**src/rtl/reorder_buffer.sv**
```systemverilog
// In-order retirement buffer: dual dispatch, dual completion, dual commit with freed-register mask.
// Latency: done set at edge T -> commit outputs valid after edge T+1; dispatch_ready is registered.
// Backpressure: dispatch_ready drops when fewer than 2 entries remain; valids presented while low are ignored.
module reorder_buffer #(
  parameter int ROB_DEPTH              = 16,
  parameter int NUM_PHYSICAL_REGISTERS = 64,
  localparam int IW = $clog2(ROB_DEPTH),
  localparam int CW = IW + 1
) (
  input  logic                              clk,
  input  logic                              reset,
  input  logic                              flush,
  input  logic                              dispatch1_valid,
  input  logic [4:0]                        dispatch1_rd,
  input  logic [5:0]                        dispatch1_p_rd,
  input  logic [5:0]                        dispatch1_p_old_rd,
  input  logic                              dispatch2_valid,
  input  logic [4:0]                        dispatch2_rd,
  input  logic [5:0]                        dispatch2_p_rd,
  input  logic [5:0]                        dispatch2_p_old_rd,
  output logic                              dispatch_ready,
  output logic [IW-1:0]                     dispatch1_rob_idx,
  output logic [IW-1:0]                     dispatch2_rob_idx,
  input  logic                              complete1_valid,
  input  logic [IW-1:0]                     complete1_rob_idx,
  input  logic                              complete2_valid,
  input  logic [IW-1:0]                     complete2_rob_idx,
  output logic                              commit1_valid,
  output logic [4:0]                        commit1_rd,
  output logic [5:0]                        commit1_p_rd,
  output logic [5:0]                        commit1_p_old_rd,
  output logic                              commit2_valid,
  output logic [4:0]                        commit2_rd,
  output logic [5:0]                        commit2_p_rd,
  output logic [5:0]                        commit2_p_old_rd,
  output logic [NUM_PHYSICAL_REGISTERS-1:0] freed_mask,
  output logic [CW-1:0]                     count
);

  localparam logic [CW-1:0] READY_MAX = CW'(ROB_DEPTH - 2);

  logic [IW-1:0] head, tail;
  logic          ent_vld      [ROB_DEPTH];
  logic          ent_done     [ROB_DEPTH];
  logic [4:0]    ent_rd       [ROB_DEPTH];
  logic [5:0]    ent_p_rd     [ROB_DEPTH];
  logic [5:0]    ent_p_old_rd [ROB_DEPTH];

  logic [IW-1:0] head_nx1, tail_nx1;
  logic          acc1, acc2, ret1, ret2;
  logic [1:0]    num_acc, num_ret;
  logic [CW-1:0] count_nxt;
  logic [NUM_PHYSICAL_REGISTERS-1:0] freed_nxt;

  // Slot assignment, retire decision on start-of-cycle state, and occupancy bookkeeping.
  always_comb begin
    head_nx1          = head + IW'(1);
    tail_nx1          = tail + IW'(1);
    acc1              = dispatch_ready & dispatch1_valid;
    acc2              = dispatch_ready & dispatch2_valid;
    // A lone instr2 packs into the tail slot so allocation stays contiguous.
    dispatch1_rob_idx = tail;
    dispatch2_rob_idx = dispatch1_valid ? tail_nx1 : tail;
    ret1              = ent_vld[head] & ent_done[head];
    ret2              = ret1 & ent_vld[head_nx1] & ent_done[head_nx1];
    num_acc           = {1'b0, acc1} + {1'b0, acc2};
    num_ret           = {1'b0, ret1} + {1'b0, ret2};
    count_nxt         = count + CW'(num_acc) - CW'(num_ret);
    freed_nxt         = '0;
    // rd=0 never owned a physical register, so nothing is released for it.
    if (ret1 && ent_rd[head] != 5'd0)     freed_nxt[ent_p_old_rd[head]]     = 1'b1;
    if (ret2 && ent_rd[head_nx1] != 5'd0) freed_nxt[ent_p_old_rd[head_nx1]] = 1'b1;
  end

  // Entry array, pointers, occupancy and registered commit outputs; reset and flush both empty the buffer.
  always_ff @(posedge clk) begin
    if (reset || flush) begin
      for (int i = 0; i < ROB_DEPTH; i++) begin
        ent_vld[i]  <= 1'b0;
        ent_done[i] <= 1'b0;
      end
      head             <= '0;
      tail             <= '0;
      count            <= '0;
      dispatch_ready   <= 1'b1;
      commit1_valid    <= 1'b0;
      commit1_rd       <= '0;
      commit1_p_rd     <= '0;
      commit1_p_old_rd <= '0;
      commit2_valid    <= 1'b0;
      commit2_rd       <= '0;
      commit2_p_rd     <= '0;
      commit2_p_old_rd <= '0;
      freed_mask       <= '0;
    end else begin
      // Completions only mark entries that are currently occupied.
      if (complete1_valid && ent_vld[complete1_rob_idx]) ent_done[complete1_rob_idx] <= 1'b1;
      if (complete2_valid && ent_vld[complete2_rob_idx]) ent_done[complete2_rob_idx] <= 1'b1;
      if (ret1) begin
        ent_vld[head]  <= 1'b0;
        ent_done[head] <= 1'b0;
      end
      if (ret2) begin
        ent_vld[head_nx1]  <= 1'b0;
        ent_done[head_nx1] <= 1'b0;
      end
      if (acc1) begin
        ent_vld[dispatch1_rob_idx]      <= 1'b1;
        ent_done[dispatch1_rob_idx]     <= 1'b0;
        ent_rd[dispatch1_rob_idx]       <= dispatch1_rd;
        ent_p_rd[dispatch1_rob_idx]     <= dispatch1_p_rd;
        ent_p_old_rd[dispatch1_rob_idx] <= dispatch1_p_old_rd;
      end
      if (acc2) begin
        ent_vld[dispatch2_rob_idx]      <= 1'b1;
        ent_done[dispatch2_rob_idx]     <= 1'b0;
        ent_rd[dispatch2_rob_idx]       <= dispatch2_rd;
        ent_p_rd[dispatch2_rob_idx]     <= dispatch2_p_rd;
        ent_p_old_rd[dispatch2_rob_idx] <= dispatch2_p_old_rd;
      end
      head             <= head + IW'(num_ret);
      tail             <= tail + IW'(num_acc);
      count            <= count_nxt;
      dispatch_ready   <= (count_nxt <= READY_MAX);
      commit1_valid    <= ret1;
      commit1_rd       <= ret1 ? ent_rd[head]       : 5'd0;
      commit1_p_rd     <= ret1 ? ent_p_rd[head]     : 6'd0;
      commit1_p_old_rd <= ret1 ? ent_p_old_rd[head] : 6'd0;
      commit2_valid    <= ret2;
      commit2_rd       <= ret2 ? ent_rd[head_nx1]       : 5'd0;
      commit2_p_rd     <= ret2 ? ent_p_rd[head_nx1]     : 6'd0;
      commit2_p_old_rd <= ret2 ? ent_p_old_rd[head_nx1] : 6'd0;
      freed_mask       <= freed_nxt;
    end
  end

endmodule
```
**config.mk**
```make
export PLATFORM = sky130hd
export DESIGN_NAME = reorder_buffer
export DESIGN_NICKNAME = d
export VERILOG_FILES = /design/src/rtl/reorder_buffer.sv
export SDC_FILE = /design/constraint.sdc
export NUM_CORES = 1
export LEC_CHECK = 0
export CORE_AREA = 10 10 235 237
export DETAILED_ROUTE_END_ITERATION = 7
export DIE_AREA = 0 0 245 247
export PLACE_DENSITY = 0.63
export SLEW_MARGIN = 15
export SYNTH_ARGS = -nofsm -noshare
export SYNTH_HDL_FRONTEND = slang
export SYNTH_SLANG_ARGS = --single-unit
```
**constraint.sdc**
```tcl
create_clock -name clk -period 5.75 [get_ports clk]
set_clock_uncertainty 0.15 [all_clocks]
set_input_delay 1.15 -clock clk [delete_from_list [all_inputs] [get_ports clk]]
set_output_delay 1.15 -clock clk [all_outputs]
set_load 0.005 [all_outputs]
```
==> key figures <==
Global route
  • Largest net degree at the start of global routing: slightly below 70
  • Vias in the first global route: approximately 16000
  • Global route total overflow: 0
  • Tot GR Track Use: 0.241
  • Initial antenna violation count: 4
  • First-pass GRT wire length: 109000 µm

Pwr
  • Comb power frac: 0.092
  • Pleak: approximately 8.6 nW
  • Net Sw Power: about 1.7 mW
  • Pint: 5.49 mW
  • Clock power share: 0.449
  • Switching portion of total power: 0.235
  • Seq pwr share: 0.459
  • Total power after layout: just over 7 mW
  • Pwr/cell area: about 270 nW/µm²
  • Worst VDD drop: ~0.00021 V

Layout
  • Area growth syn-to-layout: 17.9%
  • Final net count: between 1500 and 2000
  • Share of layout cells above drive strength 1: 0.334
  • Fillcell total: between 4000 and 5000
  • Design Area, Final: between 20000 and 30000 µm²

Floorplanning
  • IO Count: around 160
  • Die area: slightly above 60000 µm²
  • Rows: just over 80
  • Horiz. Die Dim: around 250 µm
  • Initial Util: 0.445
  • Core area: about 50000 µm²
  • Die Height: 247 µm

Yosys
  • Synthesized instance count: around 1700
  • Synth warn: 0
  • Commonest cells post-synth: 275 x mux2_2, 272 x edfxtp_1, 167 x mux4_2, 146 x dfxtp_1, 102 x nand2_1
  • Seq/Total Area, Yosys: 0.492
  • Syn avg cell area: approximately 13 µm²
  • Ys async rst share: 0
  • Yosys cell types: 60
  • Top_reg_cell synth: edfxtp_1
  • Most common cell in the netlist: mux2_2
  • Synthesized flop and latch total: ~420
  • Post-synth top area share: 0.362
  • Mapped cell area: about 23000 µm²
  • EDFF count, synth: around 270
  • Synth area leader: edfxtp_1
  • Mapped Nets: 1756
  • Synth top area cells: edfxtp_1 36%, mux4_2 17%, mux2_2 14%

STA
  • Setup-failing EPs final: 0
  • Final setup TNS: 0 ps
  • Max Slew Vio Count: 0
  • Setup WS post-layout: between 600 and 700 ps
  • Period utilisation layout: 0.886
  • Tightest Pin Transition: 1280 ps
  • F_max: roughly 200 MHz
  • Min Tclk post-route: 5090 ps
  • Fin. Hold Viols: 0
  • RSZ-0062 raised after global routing: no
  • Worst slew margin: 0.139

CTS
  • Hold buffer count at cts: 0
  • Post-CTS Setup Repair Bufs: 0
  • CTS max path bufs: 3
  • Clock root cell: clkbuf_16
  • Clock Sinks: between 400 and 500
  • CTS H-tree depth: 2
  • Resized cells post-CTS: 0
  • CTS tree: done
  • Clock slew at reported path FFs: 70 ps
  • Total CTS buffers: 47
  • Worst-Skew Late Latency: approximately 600 ps

Setup path
  • Critical path class: reg2reg
  • Critical path arrival: approximately 5400 ps
  • Reg2reg setup slack: 660 ps
  • CP required: between 6000 and 7000 ps
  • CP max FO: 43
  • Crit end category: flip-flop
  • Worst setup SP type: flip-flop

Place
  • DP HPWL: 47200 µm
  • GPL Wtd Cong: between 0.9 and 1
  • Placed Area: roughly 25000 µm²
  • Buffers on Ports: 162
  • Pre-CTS setup slack: 711 ps

Drt
  • Drt wl/cell: about 29 µm
  • DRC: 0
  • Antenna viol nets, final: 0
  • Vias: about 16000
  • Drt total wl: ~74000 µm
  • Number of vias per cell: 6.34
  • Iteration-0 DRC count of the detailed router: roughly 2100
  • Pre-antenna DRT Iters: 5

Status
  • Status: complete, no violations

Worst hold path
  • Min-delay worst type: reg2reg

Run
  • Max-cap viol count: 0
-- cell families after synthesis --
| group | Yosys count | synth area share |
|---|---|---|
| buffers and inverters | 189 | 0.0368 |
| AO/OA/AOI/OAI | 207 | 0.0618 |
| adder cells (fa/ha/maj) | 25 | 0.0152 |
| multiplexers | 455 | 0.310 |
| XOR/XNOR | 14 | 0.00544 |
| flip-flops | 418 | 0.492 |
| AND/OR/NAND/NOR | 374 | 0.0793 |
-- flip-flops by register name, summed over array words and instances, names as in the netlist, 6 cells and up --
signal / cells
commit2_p_rd: 6
commit1_p_rd: 6
ent_p_old_rd: 96
commit1_p_old_rd: 6
ent_vld: 16
ent_done: 16
commit2_p_old_rd: 6
ent_rd: 80
freed_mask: 64
ent_p_rd: 96
-- per-stage QoR --
stage	hold slack, ps	utilization	instances
6_report	390	0.525	2528
3_3_place_gp	373	0.491	2438
4_1_cts	393	0.524	2526
2_1_floorplan	326	-	1682
5_1_grt	418	0.525	2527
3_5_place_dp	389	0.491	2438
-- worst max-delay path, cell delays in order, from the launching register on --
cell	delay (ps)
dfxtp_4	610
inv_1	200
ha_4	750
o21ai_0	210
a21oi_1	230
o311a_1	270
or2_0	340
inv_1	200
ha_1	280
fa_1	570
inv_1	60
ha_1	280
a21o_1	180
a21oi_1	190
xor2_1	110
o32a_1	350
-- metal layers --
| layer | up-vias | global-route usage | part of all wire | wire, µm |
|---|---|---|---|---|
| li1 | 6782 | - | - | - |
| met1 | 8081 | 0.308 | 0.39 | 29200 |
| met2 | 958 | 0.402 | 0.48 | 35400 |
| met4 | 4 | 0.0928 | 0.039 | 2870 |
| met5 | - | 0 | 0.00035 | 26 |
| met3 | 191 | 0.0461 | 0.091 | 6730 |
-- area by class of cell --
type | instances | area, µm² | share of cell area
well taps | 680 | 851 | 0.0320
flip-flops and latches | 418 | 11100 | 0.417
multi-input cells | 1075 | 10700 | 0.403
clock buffers | 67 | 1480 | 0.0557
clock inverters | 21 | 205 | 0.00772
repair buffers | 216 | 2040 | 0.0767
diodes | 2 | 5.00 | 0.000188
inverters | 49 | 184 | 0.00692
-- path summary, 6_finish.rpt --
path / startpoint / endpoint / depth (start not counted)
setup / recovery: head[1]$_SDFF_PP0_ / dispatch_ready$_SDFF_PP1_ / 15
hold / removal: ent_vld[0]$_DFF_P_ / ent_vld[0]$_DFF_P_ / 2
setup reg to reg: head[1]$_SDFF_PP0_ / dispatch_ready$_SDFF_PP1_ / 15
hold reg to reg: ent_vld[0]$_DFF_P_ / ent_vld[0]$_DFF_P_ / 2
-- power by group through the flow --
stage | clock (mW) | sequential [mW] | combinational [mW]
6_report | 3.23 | 3.29 | 0.661
5_1_grt | 3.37 | 3.30 | 0.714
4_1_cts | 3.26 | 3.29 | 0.655
3_5_place_dp | 0 | 3.36 | 0.650
3_3_place_gp | 0 | 3.36 | 0.638
2_1_floorplan | 0 | 3.34 | 0.413
-- layout by cell type, fill, tap and decap left out, types with 13 or more instances in the layout --
master | synthesis | layout
a21oi_1 | 60 | 60
a22o_1 | 13 | 13
a32oi_1 | 33 | 33
and2_1 | 20 | 20
buf_4 | 10 | 53
clkbuf_16 | 0 | 55
clkdlybuf4s50_1 | 0 | 162
dfxtp_1 | 146 | 142
edfxtp_1 | 272 | 272
ha_1 | 21 | 20
inv_1 | 48 | 48
mux2_2 | 275 | 275
mux2i_1 | 13 | 13
mux4_2 | 167 | 167
nand2_1 | 102 | 102
nand3_1 | 35 | 35
nor2_1 | 101 | 88
nor2b_1 | 16 | 16
nor3_1 | 34 | 33
o21ai_0 | 36 | 35
No activity file was read; power rests on OpenSTA's default activity.
